<file path="config.mk">
export PLATFORM = sky130hd
export DESIGN_NAME = mdu_seq
export DESIGN_NICKNAME = d
export VERILOG_FILES = /design/src/rtl/mdu_seq.sv
export SDC_FILE = /design/constraint.sdc
export NUM_CORES = 1
export LEC_CHECK = 0
export BUFFER_PORTS_ARGS = -buffer_cell sky130_fd_sc_hd__buf_2
export CAP_MARGIN = 10
export CORE_ASPECT_RATIO = 0.6
export CORE_MARGIN = 2
export CORE_UTILIZATION = 45
export DETAILED_ROUTE_END_ITERATION = 6
export HOLD_SLACK_MARGIN = 0.02
export SLEW_MARGIN = 20
export SYNTH_ARGS = -nofsm -noshare
export SYNTH_HDL_FRONTEND = slang
export SYNTH_SLANG_ARGS = --single-unit
</file>
<file path="constraint.sdc">
create_clock -name clk -period 8.2 [get_ports clk]
set_clock_uncertainty 0.1 [all_clocks]
set_input_delay 0.41 -clock clk [delete_from_list [all_inputs] [get_ports clk]]
set_output_delay 0.41 -clock clk [all_outputs]
set_load 0.005 [all_outputs]
</file>
<file path="src/rtl/mdu_seq.sv">
// Iterative multiply/divide sequencer owning the HI/LO registers.
// MULT/MULTU use a 1-bit-per-cycle shift-add loop (LSB first); DIV/DIVU use
// a restoring divider producing 1 quotient bit per cycle (MSB first). Signed
// operations run on magnitudes and are sign-corrected in the single FIX cycle.
module mdu_seq #(
  parameter int WIDTH = 32,
  parameter int ITER  = 32
) (
  input  logic             clk,
  input  logic             reset,
  input  logic             StartE,
  input  logic [1:0]       OpE,
  input  logic [WIDTH-1:0] SrcAE,
  input  logic [WIDTH-1:0] SrcBE,
  input  logic             HiLoUseD,
  output logic             Busy,
  output logic             StallMD,
  output logic             Done,
  output logic [WIDTH-1:0] HI,
  output logic [WIDTH-1:0] LO
);

  localparam int CW = (ITER > 1) ? $clog2(ITER) : 1;

  typedef enum logic [1:0] {IDLE, RUN, FIX} state_t;

  state_t           state_q, state_d;
  logic [CW-1:0]    count_q, count_d;
  logic [1:0]       op_q, op_d;          // [1]: divide, [0]: unsigned
  logic             neg_res_q, neg_res_d;
  logic             neg_rem_q, neg_rem_d;
  logic             divzero_q, divzero_d;
  logic [WIDTH-1:0] srca_q, srca_d;      // original dividend for divide-by-zero
  logic [WIDTH-1:0] m_q, m_d;            // |multiplicand| or |divisor|
  logic [WIDTH-1:0] q_q, q_d;            // multiplier -> low product / dividend -> quotient
  logic [WIDTH-1:0] acc_q, acc_d;        // high product / partial remainder
  logic [WIDTH-1:0] hi_q, hi_d;
  logic [WIDTH-1:0] lo_q, lo_d;

  logic             start_signed;
  logic [WIDTH-1:0] abs_a, abs_b;
  logic [WIDTH:0]   mul_sum;
  logic [WIDTH:0]   div_shift, div_trial;
  logic [2*WIDTH-1:0] prod, prod_fix;
  logic [WIDTH-1:0] quo_fix, rem_fix;

  // Operand conditioning and single-iteration datapath, shared by all states.
  always_comb begin
    start_signed = ~OpE[0];
    abs_a = (start_signed && SrcAE[WIDTH-1]) ? -SrcAE : SrcAE;
    abs_b = (start_signed && SrcBE[WIDTH-1]) ? -SrcBE : SrcBE;

    // Shift-add: add multiplicand into the high half when the current
    // multiplier bit is set, then shift the {acc, q} pair right by one.
    mul_sum = {1'b0, acc_q} + (q_q[0] ? {1'b0, m_q} : {(WIDTH+1){1'b0}});

    // Restoring divide: bring in the next dividend bit and trial-subtract.
    div_shift = {acc_q, q_q[WIDTH-1]};
    div_trial = div_shift - {1'b0, m_q};

    prod     = {acc_q, q_q};
    prod_fix = (!op_q[0] && neg_res_q) ? -prod : prod;
    quo_fix  = (!op_q[0] && neg_res_q) ? -q_q : q_q;
    rem_fix  = (!op_q[0] && neg_rem_q) ? -acc_q : acc_q;
  end

  // Next-state, datapath update and output decode.
  always_comb begin
    // NOTE: every variable gets a default first so no path through the case
    // leaves one unassigned, which would otherwise infer a latch.
    state_d   = state_q;
    count_d   = count_q;
    op_d      = op_q;
    neg_res_d = neg_res_q;
    neg_rem_d = neg_rem_q;
    divzero_d = divzero_q;
    srca_d    = srca_q;
    m_d       = m_q;
    q_d       = q_q;
    acc_d     = acc_q;
    hi_d      = hi_q;
    lo_d      = lo_q;
    Busy      = (state_q != IDLE);
    Done      = 1'b0;

    unique case (state_q)
      IDLE: begin
        // A start while busy cannot reach here; the hazard stall prevents it.
        if (StartE) begin
          op_d      = OpE;
          m_d       = abs_b;
          q_d       = abs_a;
          acc_d     = '0;
          neg_res_d = start_signed & (SrcAE[WIDTH-1] ^ SrcBE[WIDTH-1]);
          neg_rem_d = start_signed & SrcAE[WIDTH-1];
          divzero_d = (SrcBE == '0);
          srca_d    = SrcAE;
          count_d   = '0;
          state_d   = RUN;
        end
      end
      RUN: begin
        if (op_q[1]) begin
          if (!div_trial[WIDTH]) begin
            acc_d = div_trial[WIDTH-1:0];
            q_d   = {q_q[WIDTH-2:0], 1'b1};
          end else begin
            acc_d = div_shift[WIDTH-1:0];
            q_d   = {q_q[WIDTH-2:0], 1'b0};
          end
        end else begin
          acc_d = mul_sum[WIDTH:1];
          q_d   = {mul_sum[0], q_q[WIDTH-1:1]};
        end
        count_d = count_q + 1'b1;
        if (count_q == CW'(ITER - 1)) state_d = FIX;
      end
      FIX: begin
        Done = 1'b1;
        if (!op_q[1]) begin
          hi_d = prod_fix[2*WIDTH-1:WIDTH];
          lo_d = prod_fix[WIDTH-1:0];
        end else if (divzero_q) begin
          hi_d = srca_q;
          lo_d = '1;
        end else begin
          hi_d = rem_fix;
          lo_d = quo_fix;
        end
        state_d = IDLE;
      end
      default: state_d = IDLE;
    endcase
  end

  assign StallMD = HiLoUseD & (Busy | StartE);
  assign HI      = hi_q;
  assign LO      = lo_q;

  // State, counter and datapath registers; reset abandons any operation.
  always_ff @(posedge clk or posedge reset) begin
    // NOTE: sequential state uses non-blocking assignments so every register
    // samples the pre-edge values, independent of statement order.
    if (reset) begin
      state_q   <= IDLE;
      count_q   <= '0;
      op_q      <= '0;
      neg_res_q <= 1'b0;
      neg_rem_q <= 1'b0;
      divzero_q <= 1'b0;
      srca_q    <= '0;
      m_q       <= '0;
      q_q       <= '0;
      acc_q     <= '0;
      hi_q      <= '0;
      lo_q      <= '0;
    end else begin
      state_q   <= state_d;
      count_q   <= count_d;
      op_q      <= op_d;
      neg_res_q <= neg_res_d;
      neg_rem_q <= neg_rem_d;
      divzero_q <= divzero_d;
      srca_q    <= srca_d;
      m_q       <= m_d;
      q_q       <= q_d;
      acc_q     <= acc_d;
      hi_q      <= hi_d;
      lo_q      <= lo_d;
    end
  end

endmodule
</file>
==> impl_metrics.py <==
metrics = {
    "synthesis": {
        "synth_cell_types": 78,
        "synth_area_um2": 16000,
        "async_flop_share": 1.00,
        "yosys_warnings": 0,
        "syn_inst": 2031,
        "avgSynthCellArea_um2": 7.88,
        "yosys_register_bits": 204,
        "synth-edff-count": 0,
        "seq_area_frac_synth": 0.319,
        "syn_nets": 2173,
        "ys.flop_type": "dfrtp_1",
    },
    "clock_network": {
        "cts.path.max_buffers": 3,
        "cts_tree": "yes",
        "cts_made_buffers": 23,
        "cts.htree.levels": 1,
        "cts-root-buf": "clkbuf_16",
        "insertion_delay_ns": 0.54,
        "cts_resized": 0,
        "clk_pin_slew_ns": 0.07,
        "cts_num_sinks": 204,
    },
    "floorplan": {
        "fp-row-count": 53,
        "die_h_um": 150,
        "ios": 137,
        "core_area_um2": 35000,
        "dieArea_um2": 37100,
        "die_w_um": 247,
        "start_util": 0.457,
    },
    "setup_path": {
        "crit_fanout": 26,
        "startpoint": "acc_q[24]$_DFFE_PP0P_",
        "required_ns": 8.49,
        "start_kind": "flip-flop",
        "cp_data_arrival_time_ns": 4.45,
        "crit_type": "flip-flop to flip-flop",
        "worstReg2RegStart": "acc_q[24]$_DFFE_PP0P_",
        "crit_path_end_kind": "flip-flop",
    },
    "pwr": {
        "p_per_area_nw_per_um2": 453,
        "ir_worst_vdd_v": 0.000207,
        "cellLeakagePower_nw": 7.71,
    },
    "timing": {
        "hold_viol_final": 0,
        "finalSetupTns_ns": 0,
        "fmax_mhz": 240,
        "fin_crit_ns": 4.17,
        "tightest_slew_ns": 1.18,
        "finalCritPeriodShare": 0.508,
        "slew_viol_final": 0,
        "relSlewSlack": 0.202,
        "rsz0062_at_grt": "no",
        "setup_viol": 0,
    },
    "final_layout": {
        "final_cell_mix": "nand2_1, dfrtp_1, o21ai_0, nor2_1, a21oi_1",
        "drive_gt1_frac": 0.112,
        "design_area_um2": 17700,
        "area_growth_pct": 10.8,
        "final_common_cell": "nand2_1",
        "antenna_cells": 0,
        "finalNetCount": 2226,
    },
    "route": {
        "wl_um": 60200,
        "first_pass_iters": 7,
        "initialDrtViolationCount": 2110,
        "drtAntennaViolNets": 0,
        "wl_per_cell_um": 23.5,
        "vias": 15800,
        "drc": 0,
        "vias_per_cell": 6.14,
    },
    "grt": {
        "grt_pass1_wl_um": 90400,
        "grt_antenna_before_repair": 7,
        "grt_overflow_total": 0,
        "grt_pass1_vias": 14000,
        "grt_util_all_layers": 0.324,
        "grt_max_degree": 79,
    },
    "placement": {
        "io_buffer_count": 136,
        "place.gp.congestion": 1.05,
        "placed_area_um2": 16900,
        "dp_hpwl_um": 45700,
    },
    "status": {
        "status": "complete, no violations",
    },
    "run": {
        "cap_violations": 0,
    },
    "hold_path": {
        "hp-start": "SrcAE[17]",
        "hp-class": "primary input to flip-flop",
    },
}
## through the flow
step                cells  power, mW  setup WS (ns)  hold slack [ns]  utilization
floorplan            2031       5.29           2.12            0.340            -
global placement     2523       6.70           4.26            0.356        0.484
detailed placement   2523       6.72           4.15            0.360        0.484
CTS                  2567       7.86           4.13           0.0206        0.507
global route         2567       8.58           3.83           0.0319        0.507
finish               2567       8.04           4.03           0.0281        0.507
## power breakdown
part           total (mW)  switching [mW]  leakage (nW)  internal [mW]
registers            2.08           0.698          2.35           1.39
logic                4.84            3.00          4.98           1.85
clock network        1.11           0.472         0.375          0.638
## registers in the layout, indices dropped and copies added (netlist names)
register,flops
HI,32
LO,32
acc_q,32
count_q,5
divzero_q,1
m_q,32
neg_rem_q,1
neg_res_q,1
op_q,2
q_q,32
srca_q,32
state_q,2
## Yosys cell counts (4+ instances only)
master | n | area, um^2
nand2_1 | 318 | 1190
dfrtp_1 | 204 | 5100
nor2_1 | 175 | 657
o21ai_0 | 174 | 871
a21oi_1 | 166 | 831
clkbuf_1 | 110 | 413
xor2_1 | 103 | 902
xnor2_1 | 91 | 797
ha_1 | 70 | 876
mux2i_1 | 70 | 701
inv_1 | 68 | 255
nor3_1 | 39 | 195
o211ai_1 | 35 | 263
nand3_1 | 34 | 170
a21o_1 | 28 | 210
a31oi_1 | 24 | 150
o21ai_1 | 23 | 115
nor4_1 | 20 | 125
a22oi_1 | 16 | 120
and2_1 | 16 | 100
o31ai_1 | 16 | 120
a211oi_1 | 15 | 113
and3_1 | 15 | 93.8
nor2b_1 | 15 | 93.8
or3_1 | 15 | 93.8
nand2b_1 | 14 | 87.6
nand4_1 | 14 | 87.6
buf_1 | 12 | 45.0
o41ai_1 | 11 | 96.3
o221ai_1 | 9 | 78.8
or4_1 | 9 | 67.6
o21a_1 | 7 | 52.6
o21bai_1 | 7 | 52.6
a221oi_1 | 5 | 43.8
and4_1 | 5 | 43.8
a21boi_0 | 4 | 30.0
a41oi_1 | 4 | 35.0
nor3_2 | 4 | 40.0
## metal layers
layer  vias up  GRT usage  share of wire
met5         -          0        0.00022
met4         2     0.0506          0.014
met3        56      0.129           0.15
met2       862      0.380           0.35
met1      7578      0.530           0.49
li1       7267          -              -
## area by class of cell
class | instances | area [um^2]
clock buffer | 29 | 628
clock inverter | 12 | 146
fill | 3453 | 17300
inverter | 69 | 267
multi-input combinational | 1629 | 10200
sequential | 204 | 5110
tap | 467 | 584
timing repair buffer | 157 | 846
## repair_timing
item | in CTS | in global routing
endpoints found under the hold margin | 70 | 0
hold buffers | 3 | 0
buffers inserted | 0 | 0
setup endpoints to repair | 0 | 0
## critical path: stages (launching register included)
cell and delay (ns):
dfrtp_1 0.77, ha_1 0.47, a21o_1 0.24, a21o_1 0.17, a21oi_1 0.31, o211ai_1 0.26
o211a_1 0.32, o21a_1 0.34, nor2_8 0.60, mux2i_1 0.28, o221ai_1 0.13
## logic make-up after synthesis
family | synth area share
multiplexers | 0.0459
AO/OA/AOI/OAI | 0.217
XOR/XNOR | 0.106
adder cells (fa/ha/maj) | 0.0572
AND/OR/NAND/NOR | 0.207
buffers and inverters | 0.0485
flip-flops | 0.319
## worst paths after layout
| kind | to | slack (ns) | cells past startpoint |
|---|---|---|---|
| hold reg to reg | HI[4]$_DFFE_PP0P_ | 0.37 | 2 |
| min in group asynchronous | LO[26]$_DFFE_PP0P_ | 0.36 | 3 |
| setup reg to reg | acc_q[13]$_DFFE_PP0P_ | 4.03 | 10 |
| setup / recovery | acc_q[13]$_DFFE_PP0P_ | 4.03 | 10 |
| hold / removal | srca_q[17]$_DFFE_PP0P_ | 0.03 | 3 |
| max in group asynchronous | op_q[1]$_DFFE_PP0P_ | 6.10 | 4 |
(Power assumes the default switching activity.)
